===== src/rtl/garage_gate_ctrl.sv =====
// Two-beam garage gate sequencer: synchronizes and debounces the outer (a) and
// inner (b) light beams, tracks entry/exit passages and pulses the occupancy counter.
module garage_gate_ctrl #(
  parameter int DEBOUNCE_CYCLES = 4,
  parameter int TIMEOUT_CYCLES  = 1000
) (
  input  logic       clk,
  input  logic       reset,
  input  logic       beam_a,
  input  logic       beam_b,
  input  logic       full,
  input  logic       empty,
  output logic       car_in,
  output logic       car_out,
  output logic       gate_open,
  output logic       deny,
  output logic       fault,
  output logic [2:0] state
);

  localparam logic [2:0] S_IDLE   = 3'd0;
  localparam logic [2:0] S_IN_A   = 3'd1;
  localparam logic [2:0] S_IN_AB  = 3'd2;
  localparam logic [2:0] S_IN_B   = 3'd3;
  localparam logic [2:0] S_OUT_B  = 3'd4;
  localparam logic [2:0] S_OUT_BA = 3'd5;
  localparam logic [2:0] S_OUT_A  = 3'd6;

  // Debounced beam pair, bit 1 = a (outer), bit 0 = b (inner).
  localparam logic [1:0] AB_NONE = 2'b00;
  localparam logic [1:0] AB_B    = 2'b01;
  localparam logic [1:0] AB_A    = 2'b10;
  localparam logic [1:0] AB_BOTH = 2'b11;

  localparam logic [7:0]  DEB_LAST = 8'(DEBOUNCE_CYCLES - 1);
  localparam logic [15:0] TMO_LAST = 16'(TIMEOUT_CYCLES - 1);

  logic [1:0] beam_raw;
  logic [1:0] beam_deb_next;

  assign beam_raw = {beam_a, beam_b};

  // The FSM decodes the debouncer's next value so a beam change and the
  // resulting state change land on the same clock edge.
  genvar gi;
  generate
    for (gi = 0; gi < 2; gi++) begin : g_beam
      logic       sync1_reg;
      logic       sync2_reg;
      logic       deb_reg;
      logic       deb_next;
      logic [7:0] cnt_reg;
      logic [7:0] cnt_next;

      always_comb begin
        deb_next = deb_reg;
        cnt_next = 8'd0;
        if (sync2_reg != deb_reg) begin
          if (cnt_reg == DEB_LAST) begin
            deb_next = sync2_reg;
          end else begin
            cnt_next = cnt_reg + 8'd1;
          end
        end
      end

      always_ff @(posedge clk or negedge reset) begin
        if (!reset) begin
          sync1_reg <= 1'b0;
          sync2_reg <= 1'b0;
          deb_reg   <= 1'b0;
          cnt_reg   <= 8'd0;
        end else begin
          sync1_reg <= beam_raw[gi];
          sync2_reg <= sync1_reg;
          deb_reg   <= deb_next;
          cnt_reg   <= cnt_next;
        end
      end

      assign beam_deb_next[gi] = deb_next;
    end
  endgenerate

  logic [2:0]  state_reg;
  logic [2:0]  state_next;
  logic [2:0]  trans_state;
  logic [15:0] timer_reg;
  logic [15:0] timer_next;
  logic        timeout_hit;
  logic        car_in_reg;
  logic        car_in_next;
  logic        car_out_reg;
  logic        car_out_next;
  logic        gate_open_reg;
  logic        deny_reg;
  logic        deny_next;
  logic        fault_reg;

  always_comb begin
    trans_state = state_reg;
    case (state_reg)
      S_IDLE: begin
        // full/empty only matter at the moment a passage starts
        if (beam_deb_next == AB_A && !full) begin
          trans_state = S_IN_A;
        end else if (beam_deb_next == AB_B && !empty) begin
          trans_state = S_OUT_B;
        end
      end
      S_IN_A: begin
        if (beam_deb_next == AB_BOTH)      trans_state = S_IN_AB;
        else if (beam_deb_next == AB_NONE) trans_state = S_IDLE;
      end
      S_IN_AB: begin
        if (beam_deb_next == AB_B)      trans_state = S_IN_B;
        else if (beam_deb_next == AB_A) trans_state = S_IN_A;
      end
      S_IN_B: begin
        if (beam_deb_next == AB_NONE)      trans_state = S_IDLE;
        else if (beam_deb_next == AB_BOTH) trans_state = S_IN_AB;
      end
      S_OUT_B: begin
        if (beam_deb_next == AB_BOTH)      trans_state = S_OUT_BA;
        else if (beam_deb_next == AB_NONE) trans_state = S_IDLE;
      end
      S_OUT_BA: begin
        if (beam_deb_next == AB_A)      trans_state = S_OUT_A;
        else if (beam_deb_next == AB_B) trans_state = S_OUT_B;
      end
      S_OUT_A: begin
        if (beam_deb_next == AB_NONE)      trans_state = S_IDLE;
        else if (beam_deb_next == AB_BOTH) trans_state = S_OUT_BA;
      end
      default: trans_state = S_IDLE;
    endcase
  end

  always_comb begin
    timeout_hit  = (state_reg != S_IDLE) && (trans_state == state_reg) &&
                   (timer_reg == TMO_LAST);
    state_next   = timeout_hit ? S_IDLE : trans_state;
    car_in_next  = (state_reg == S_IN_B)  && (trans_state == S_IDLE);
    car_out_next = (state_reg == S_OUT_A) && (trans_state == S_IDLE);
    deny_next    = (state_reg == S_IDLE) && (beam_deb_next == AB_A) && full;
    if ((state_next != state_reg) || (state_next == S_IDLE)) begin
      timer_next = 16'd0;
    end else begin
      timer_next = timer_reg + 16'd1;
    end
  end

  always_ff @(posedge clk or negedge reset) begin
    if (!reset) begin
      state_reg     <= S_IDLE;
      timer_reg     <= 16'd0;
      car_in_reg    <= 1'b0;
      car_out_reg   <= 1'b0;
      gate_open_reg <= 1'b0;
      deny_reg      <= 1'b0;
      fault_reg     <= 1'b0;
    end else begin
      state_reg     <= state_next;
      timer_reg     <= timer_next;
      car_in_reg    <= car_in_next;
      car_out_reg   <= car_out_next;
      gate_open_reg <= (state_next != S_IDLE);
      deny_reg      <= deny_next;
      fault_reg     <= timeout_hit;
    end
  end

  assign state     = state_reg;
  assign car_in    = car_in_reg;
  assign car_out   = car_out_reg;
  assign gate_open = gate_open_reg;
  assign deny      = deny_reg;
  assign fault     = fault_reg;

endmodule


===== config.mk =====
export PLATFORM = sky130hd
export DESIGN_NAME = garage_gate_ctrl
export DESIGN_NICKNAME = d
export VERILOG_FILES = /design/src/rtl/garage_gate_ctrl.sv
export SDC_FILE = /design/constraint.sdc
export NUM_CORES = 1
export LEC_CHECK = 0
export BUFFER_PORTS_ARGS = -buffer_cell sky130_fd_sc_hd__buf_4
export CORE_ASPECT_RATIO = 1.75
export CORE_MARGIN = 4
export CORE_UTILIZATION = 45
export DETAILED_ROUTE_END_ITERATION = 12
export PLACE_DENSITY = 0.69
export SETUP_SLACK_MARGIN = 0.4
export SLEW_MARGIN = 20
export SYNTH_ARGS = -nofsm -noshare
export SYNTH_HDL_FRONTEND = slang
export SYNTH_SLANG_ARGS = --single-unit

===== constraint.sdc =====
create_clock -name clk -period 2.8 [get_ports clk]
set_input_delay 0.56 -clock clk [delete_from_list [all_inputs] [get_ports clk]]
set_output_delay 0.56 -clock clk [all_outputs]
set_load 0.02 [all_outputs]

Yosys cells after proc, flatten, opt, wreduce, memory -nomap -nowiden
Index checks and enable logic that the tools add are counted.
{ "op_classes": {"eq_ne": 16, "reduce_logical": 17, "addsub": 3, "mux": 24} }
{ "op_table": {"columns": ["op", "count"], "rows": [
  ["2-to-1 mux 3 bit", 14],
  ["2-to-1 mux 8 bit", 4],
  ["one-hot mux 3 bit (7 select lines)", 1],
  ["adder 16 x 1 -> 16 bit (second input constant)", 1],
  ["adder 8 x 1 -> 8 bit (second input constant)", 2],
  ["== test 16 x 10 -> 1 bit (second input constant)", 1],
  ["== test 8 x 2 -> 1 bit (second input constant)", 2],
  ["2-to-1 mux 16 bit", 1],
  ["== test 3 bit (second input constant)", 3],
  ["zero test 3 bit", 3],
  ["logical AND 1 bit", 8],
  ["== test 3 x 2 -> 1 bit (second input constant)", 2],
  ["nonzero test 3 bit", 2],
  ["== test 2 bit (second input constant)", 2],
  ["2-to-1 mux 1 bit", 4],
  ["== test 3 x 1 -> 1 bit (second input constant)", 1],
  ["== test 3 bit", 1],
  ["!= test 3 bit", 1],
  ["== test 2 x 1 -> 1 bit (second input constant)", 1],
  ["zero test 1 bit", 2],
  ["zero test 2 bit", 1],
  ["!= test 1 bit", 2],
  ["logical OR 1 bit", 1]
]} }
{ "word_totals": {"elab_cells": 75, "inputBits": 6, "regBits": 46, "output_inout_bits": 8} }

Logic depth before layout (Yosys ltp)
{ "logic_depth": {"depth_word": 15, "ltp_mapped": 10, "ltp_nobuf": 9} }

Worst setup path after synthesis
Ideal clock, no wire load.
{ "synth_timing": {"path_type": "reg-to-reg", "from": "register g_beam[0].cnt_reg[0]", "to": "register timer_reg[9]", "stages_incl_launch_ff": 10, "arrival_time_ns": 2.231, "t_required_ns": 2.713, "slack_ns": 0.482, "path_buffers": 1, "setup_time_ns": 0.087, "period_less_slack_ns": 2.318, "path_cell_list": "dfrtp_1 > ha_1 > nor3b_2 > and3_1 > buf_4 > o211a_4 > a2111o_1 > nand4b_2 > o22ai_4 > nor3_1"} }
{ "synth_via": {"elab_chain_cells": 15, "elab_cells_between_ends": 31, "classes_between": "eq/ne (6); mux (18); reduce/logical (7)"} }
{ "synth_lines": {"columns": ["element", "line", "source"], "rows": [
  ["from (decl)", "52", "logic [7:0] cnt_reg;"],
  ["from (signal assigned)", "77", "cnt_reg <= cnt_next;"],
  ["== test 8 x 2 -> 1 bit (*)", "59", "if (cnt_reg == DEB_LAST) begin"],
  ["2-to-1 mux 1 bit (*)", "59", null],
  ["2-to-1 mux 1 bit (*)", "58", "if (sync2_reg != deb_reg) begin"],
  ["== test 2 x 1 -> 1 bit", "107, 116, 129", null],
  ["logical AND 1 bit", "107", "end else if (beam_deb_next == AB_B && !empty) begin"],
  ["2-to-1 mux 3 bit", "107", null],
  ["2-to-1 mux 3 bit", "105", "if (beam_deb_next == AB_A && !full) begin"],
  ["one-hot mux 3 bit (7 select lines) (*)", "102", "case (state_reg)"],
  ["== test 3 bit", "140", "timeout_hit = (state_reg != S_IDLE) && (trans_state == state_reg) &&"],
  ["logical AND 1 bit (2 in series)", "140", null],
  ["2-to-1 mux 3 bit (*)", "142", "state_next = timeout_hit ? S_IDLE : trans_state;"],
  ["!= test 3 bit or zero test 3 bit (tied branches)", "146", "if ((state_next != state_reg) || (state_next == S_IDLE)) begin"],
  ["logical OR 1 bit (*)", "146", null],
  ["2-to-1 mux 16 bit (*)", "146", null],
  ["named net timer_next[9]", "89", "logic [15:0] timer_next;"],
  ["to (signal assigned)", "164", "timer_reg <= timer_next;"],
  ["to (decl)", "88", "logic [15:0] timer_reg;"]
]} }
Mark *: on every way through the listed nets, which the timed path passes. The rest lies on a longest branch.

Final worst setup path
{ "layout_timing": {"from": "register g_beam[0].cnt_reg[0]", "to": "register timer_reg[3]"} }
The elaborated chain is that of the path after synthesis.

==> impl_metrics.yaml <==
outcome:
  outcome: "completed"
global_routing:
  grt_pass1_vias: 1819
  gr-total-overflow: 0
  grt_pass1_wl_um: 8611
  grt_max_degree: 47
  track_usage_pct: 16.46
  antenna_found_initial: 0
final_layout:
  final_nets: 263
  multi_input_area_mm2: 0.001249
  nFillCells: 450
  fin_cells: 309
  final-seq-area_mm2: 0.001151
  syn_to_final_growth_pct: 16.91
  drive_gt1_share_pct: 21.57
  n_antenna_cell: 0
yosys:
  synth_top_area_share_pct: 48.94
  yosysWarnings: 0
  synth_cells: 231
  synth_seq_area_share_pct: 48.94
  syn_nets: 240
  yosysMostFrequentCell: "dfrtp_1"
  synth_async_sr_flop_share_pct: 100.0
  synth_ff_type: "dfrtp_1"
  syn_avg_cell_area_um2: 10.18
  synth.distinct_cells: 52
  synth_common_cells: "dfrtp_1, nor2_1, nand2_1"
  synth_area_mm2: 0.002352
  synth_seq_cells: 46
  synth.largest_area_cell: "dfrtp_1"
  synth.top_cells.by_area: "dfrtp_1, xor2_1, nor2_1"
  synth_edf_count: 0
worst_setup_path:
  worst_path_dominant_cell_family: "compound AO/OA/AOI/OAI gates"
  crit_path_top_delay_cell: "a2111o_1"
  crit_type: "reg -> reg"
  r2r-start: "g_beam[0].cnt_reg[0]"
  worstPathCellList: "ha_4, nor3b_4, a21boi_4, o211a_4, a2111o_1, nand4b_4, o22ai_4, nor3_2"
  crit_arrival_ps: 2590
  end_kind: "register"
  reg2reg_slack_ps: 430
  startpoint_type: "register"
  max_stage_delay_ps: 450
  critical_path_buf_inv_count: 0
  r2r_end: "timer_reg[3]"
  r2r_cells: 8
  crit_fanout: 6
  crit_required_ps: 3010
clock_tree:
  cts_root_buf: "clkbuf_8"
  htree_levels: 2
  clock_path_buffers: 2
  cts_tree: "built"
  clk_latency_ps: 300
  clock-sinks: 46
  cts_buffers: 5
  clkTransAtPathRegs_ps: 90
route:
  vias: 1803
  drtPass1Iterations: 4
  drtIter0Drc: 108
  ant_nets: 0
  via_per_inst: 5.835
  wire_per_inst_um: 16.65
  drt-total-wl_um: 5146
  drc: 0
sta:
  tightest_slew_ps: 584.0
  tns_ps: 0
  hold_violations: 0
  period_minus_slack_ps: 2374
  fin_crit_sh_pct: 84.78
  slew-limit-headroom_pct: 61.07
  setup_viol: 0
  fmax_ghz: 0.4213
  drv_slew: 0
  rsz0062_at_grt: "true"
  finClkSkew_ps: 10.66
power:
  p_leak_nw: 1.171
  ir_drop_mv: 0.6080
  pwr_density_cell_mw_per_mm2: 906.2
placement:
  place.gp.congestion: 0.9491
  port_buffers: 13
  dp.cells: 294
  dp_hpwl_um: 3540
die:
  die_area_mm2: 0.006494
  chipHeight_um: 103.6
  io_pins: 14
  fp.coreArea_mm2: 0.005020
  start_util_pct: 46.86
  row_count: 34
  die_w_um: 62.66
hold_path:
  hold_path_class: "in -> async"
run:
  cap_violations: 0
## cells in the final DEF, fill, tap and decap left out, types with 3 or more instances in the layout
cell,instances
nand3_1,17
nor4_1,3
nor3_1,9
o21ai_0,3
xnor2_1,9
dfrtp_1,46
nand4_1,3
xor2_1,18
nand2_1,21
nor2_1,34
clkbuf_8,5
and3_1,7
inv_2,3
a21oi_1,4
buf_4,20
## area by class of cell
cell class,instances,area share [%]
Multi-Input combinational cell,175,45.40
Sequential cell,46,41.86
Timing Repair Buffer,20,5.460
Clock buffer,6,2.639
Tap cell,54,2.457
Clock inverter,2,1.365
Inverter,6,0.8189
## repair_timing
item / CTS / global route
gates resized for setup: 8 / 9
pin swaps: 1 / 3
hold buffers: 0 / 0
endpoints found under the hold margin: 0 / 0
endpoints found under the setup margin: 10 / 10
gates cloned: 0 / 1
buffers inserted: 3 / 3
## cells by family (layout without fill, tap and decap cells)
logic type               Yosys count  in the layout  share of synthesized area [%]
AO/OA/AOI/OAI                     30             31                          11.28
AND/OR/NAND/NOR                  111            111                          24.57
multiplexers                       2              2                          1.064
buffers and inverters             11             34                          2.074
adder cells (fa/ha/maj)            4              4                          2.021
XOR/XNOR                          27             27                          10.05
flip-flops                        46             46                          48.94
## layer usage
layer,vias up,global-route usage [%],part of all wire (%),wire (um)
li1,860,-,-,-
met1,895,18.23,37,1913
met2,35,28.72,56,2895
met3,13,3.792,3.3,168
met4,0,8.689,3.3,169
met5,-,0,0,0
## power breakdown
group          leakage, nW  internal, mW  switching [mW]
Sequential           0.621         0.754           0.118
Combinational        0.499         0.462           0.668
Clock               0.0514         0.266           0.223
Total                 1.17          1.48            1.01
## per-stage QoR
stage,setup WS (ps),power (mW),area (um2),util (%),hold WS (ps)
floorplan,481.6,1.532,2352,-,264.4
global placement,383.1,1.772,2499,49.78,333.9
detailed placement,246.4,1.782,2499,49.78,340.3
CTS,404.5,2.341,2668,53.14,275.4
global route,311.4,2.668,2750,54.79,282.2
finish,426.1,2.492,2750,54.79,247.8
## worst max-delay path by stage
stage	startpoint	end	cells after the start	slack (ps)
after floorplan	g_beam[0].cnt_reg[0]	timer_reg[9]	9	480
after global placement	g_beam[0].cnt_reg[0]	timer_reg[6]	8	380
after detailed placement	g_beam[0].cnt_reg[0]	timer_reg[3]	8	250
after global routing	g_beam[0].cnt_reg[0]	timer_reg[8]	8	310
after CTS	g_beam[1].cnt_reg[3]	timer_reg[3]	8	400
final	g_beam[0].cnt_reg[0]	timer_reg[3]	8	430
Power figures use the tool's default switching activity.
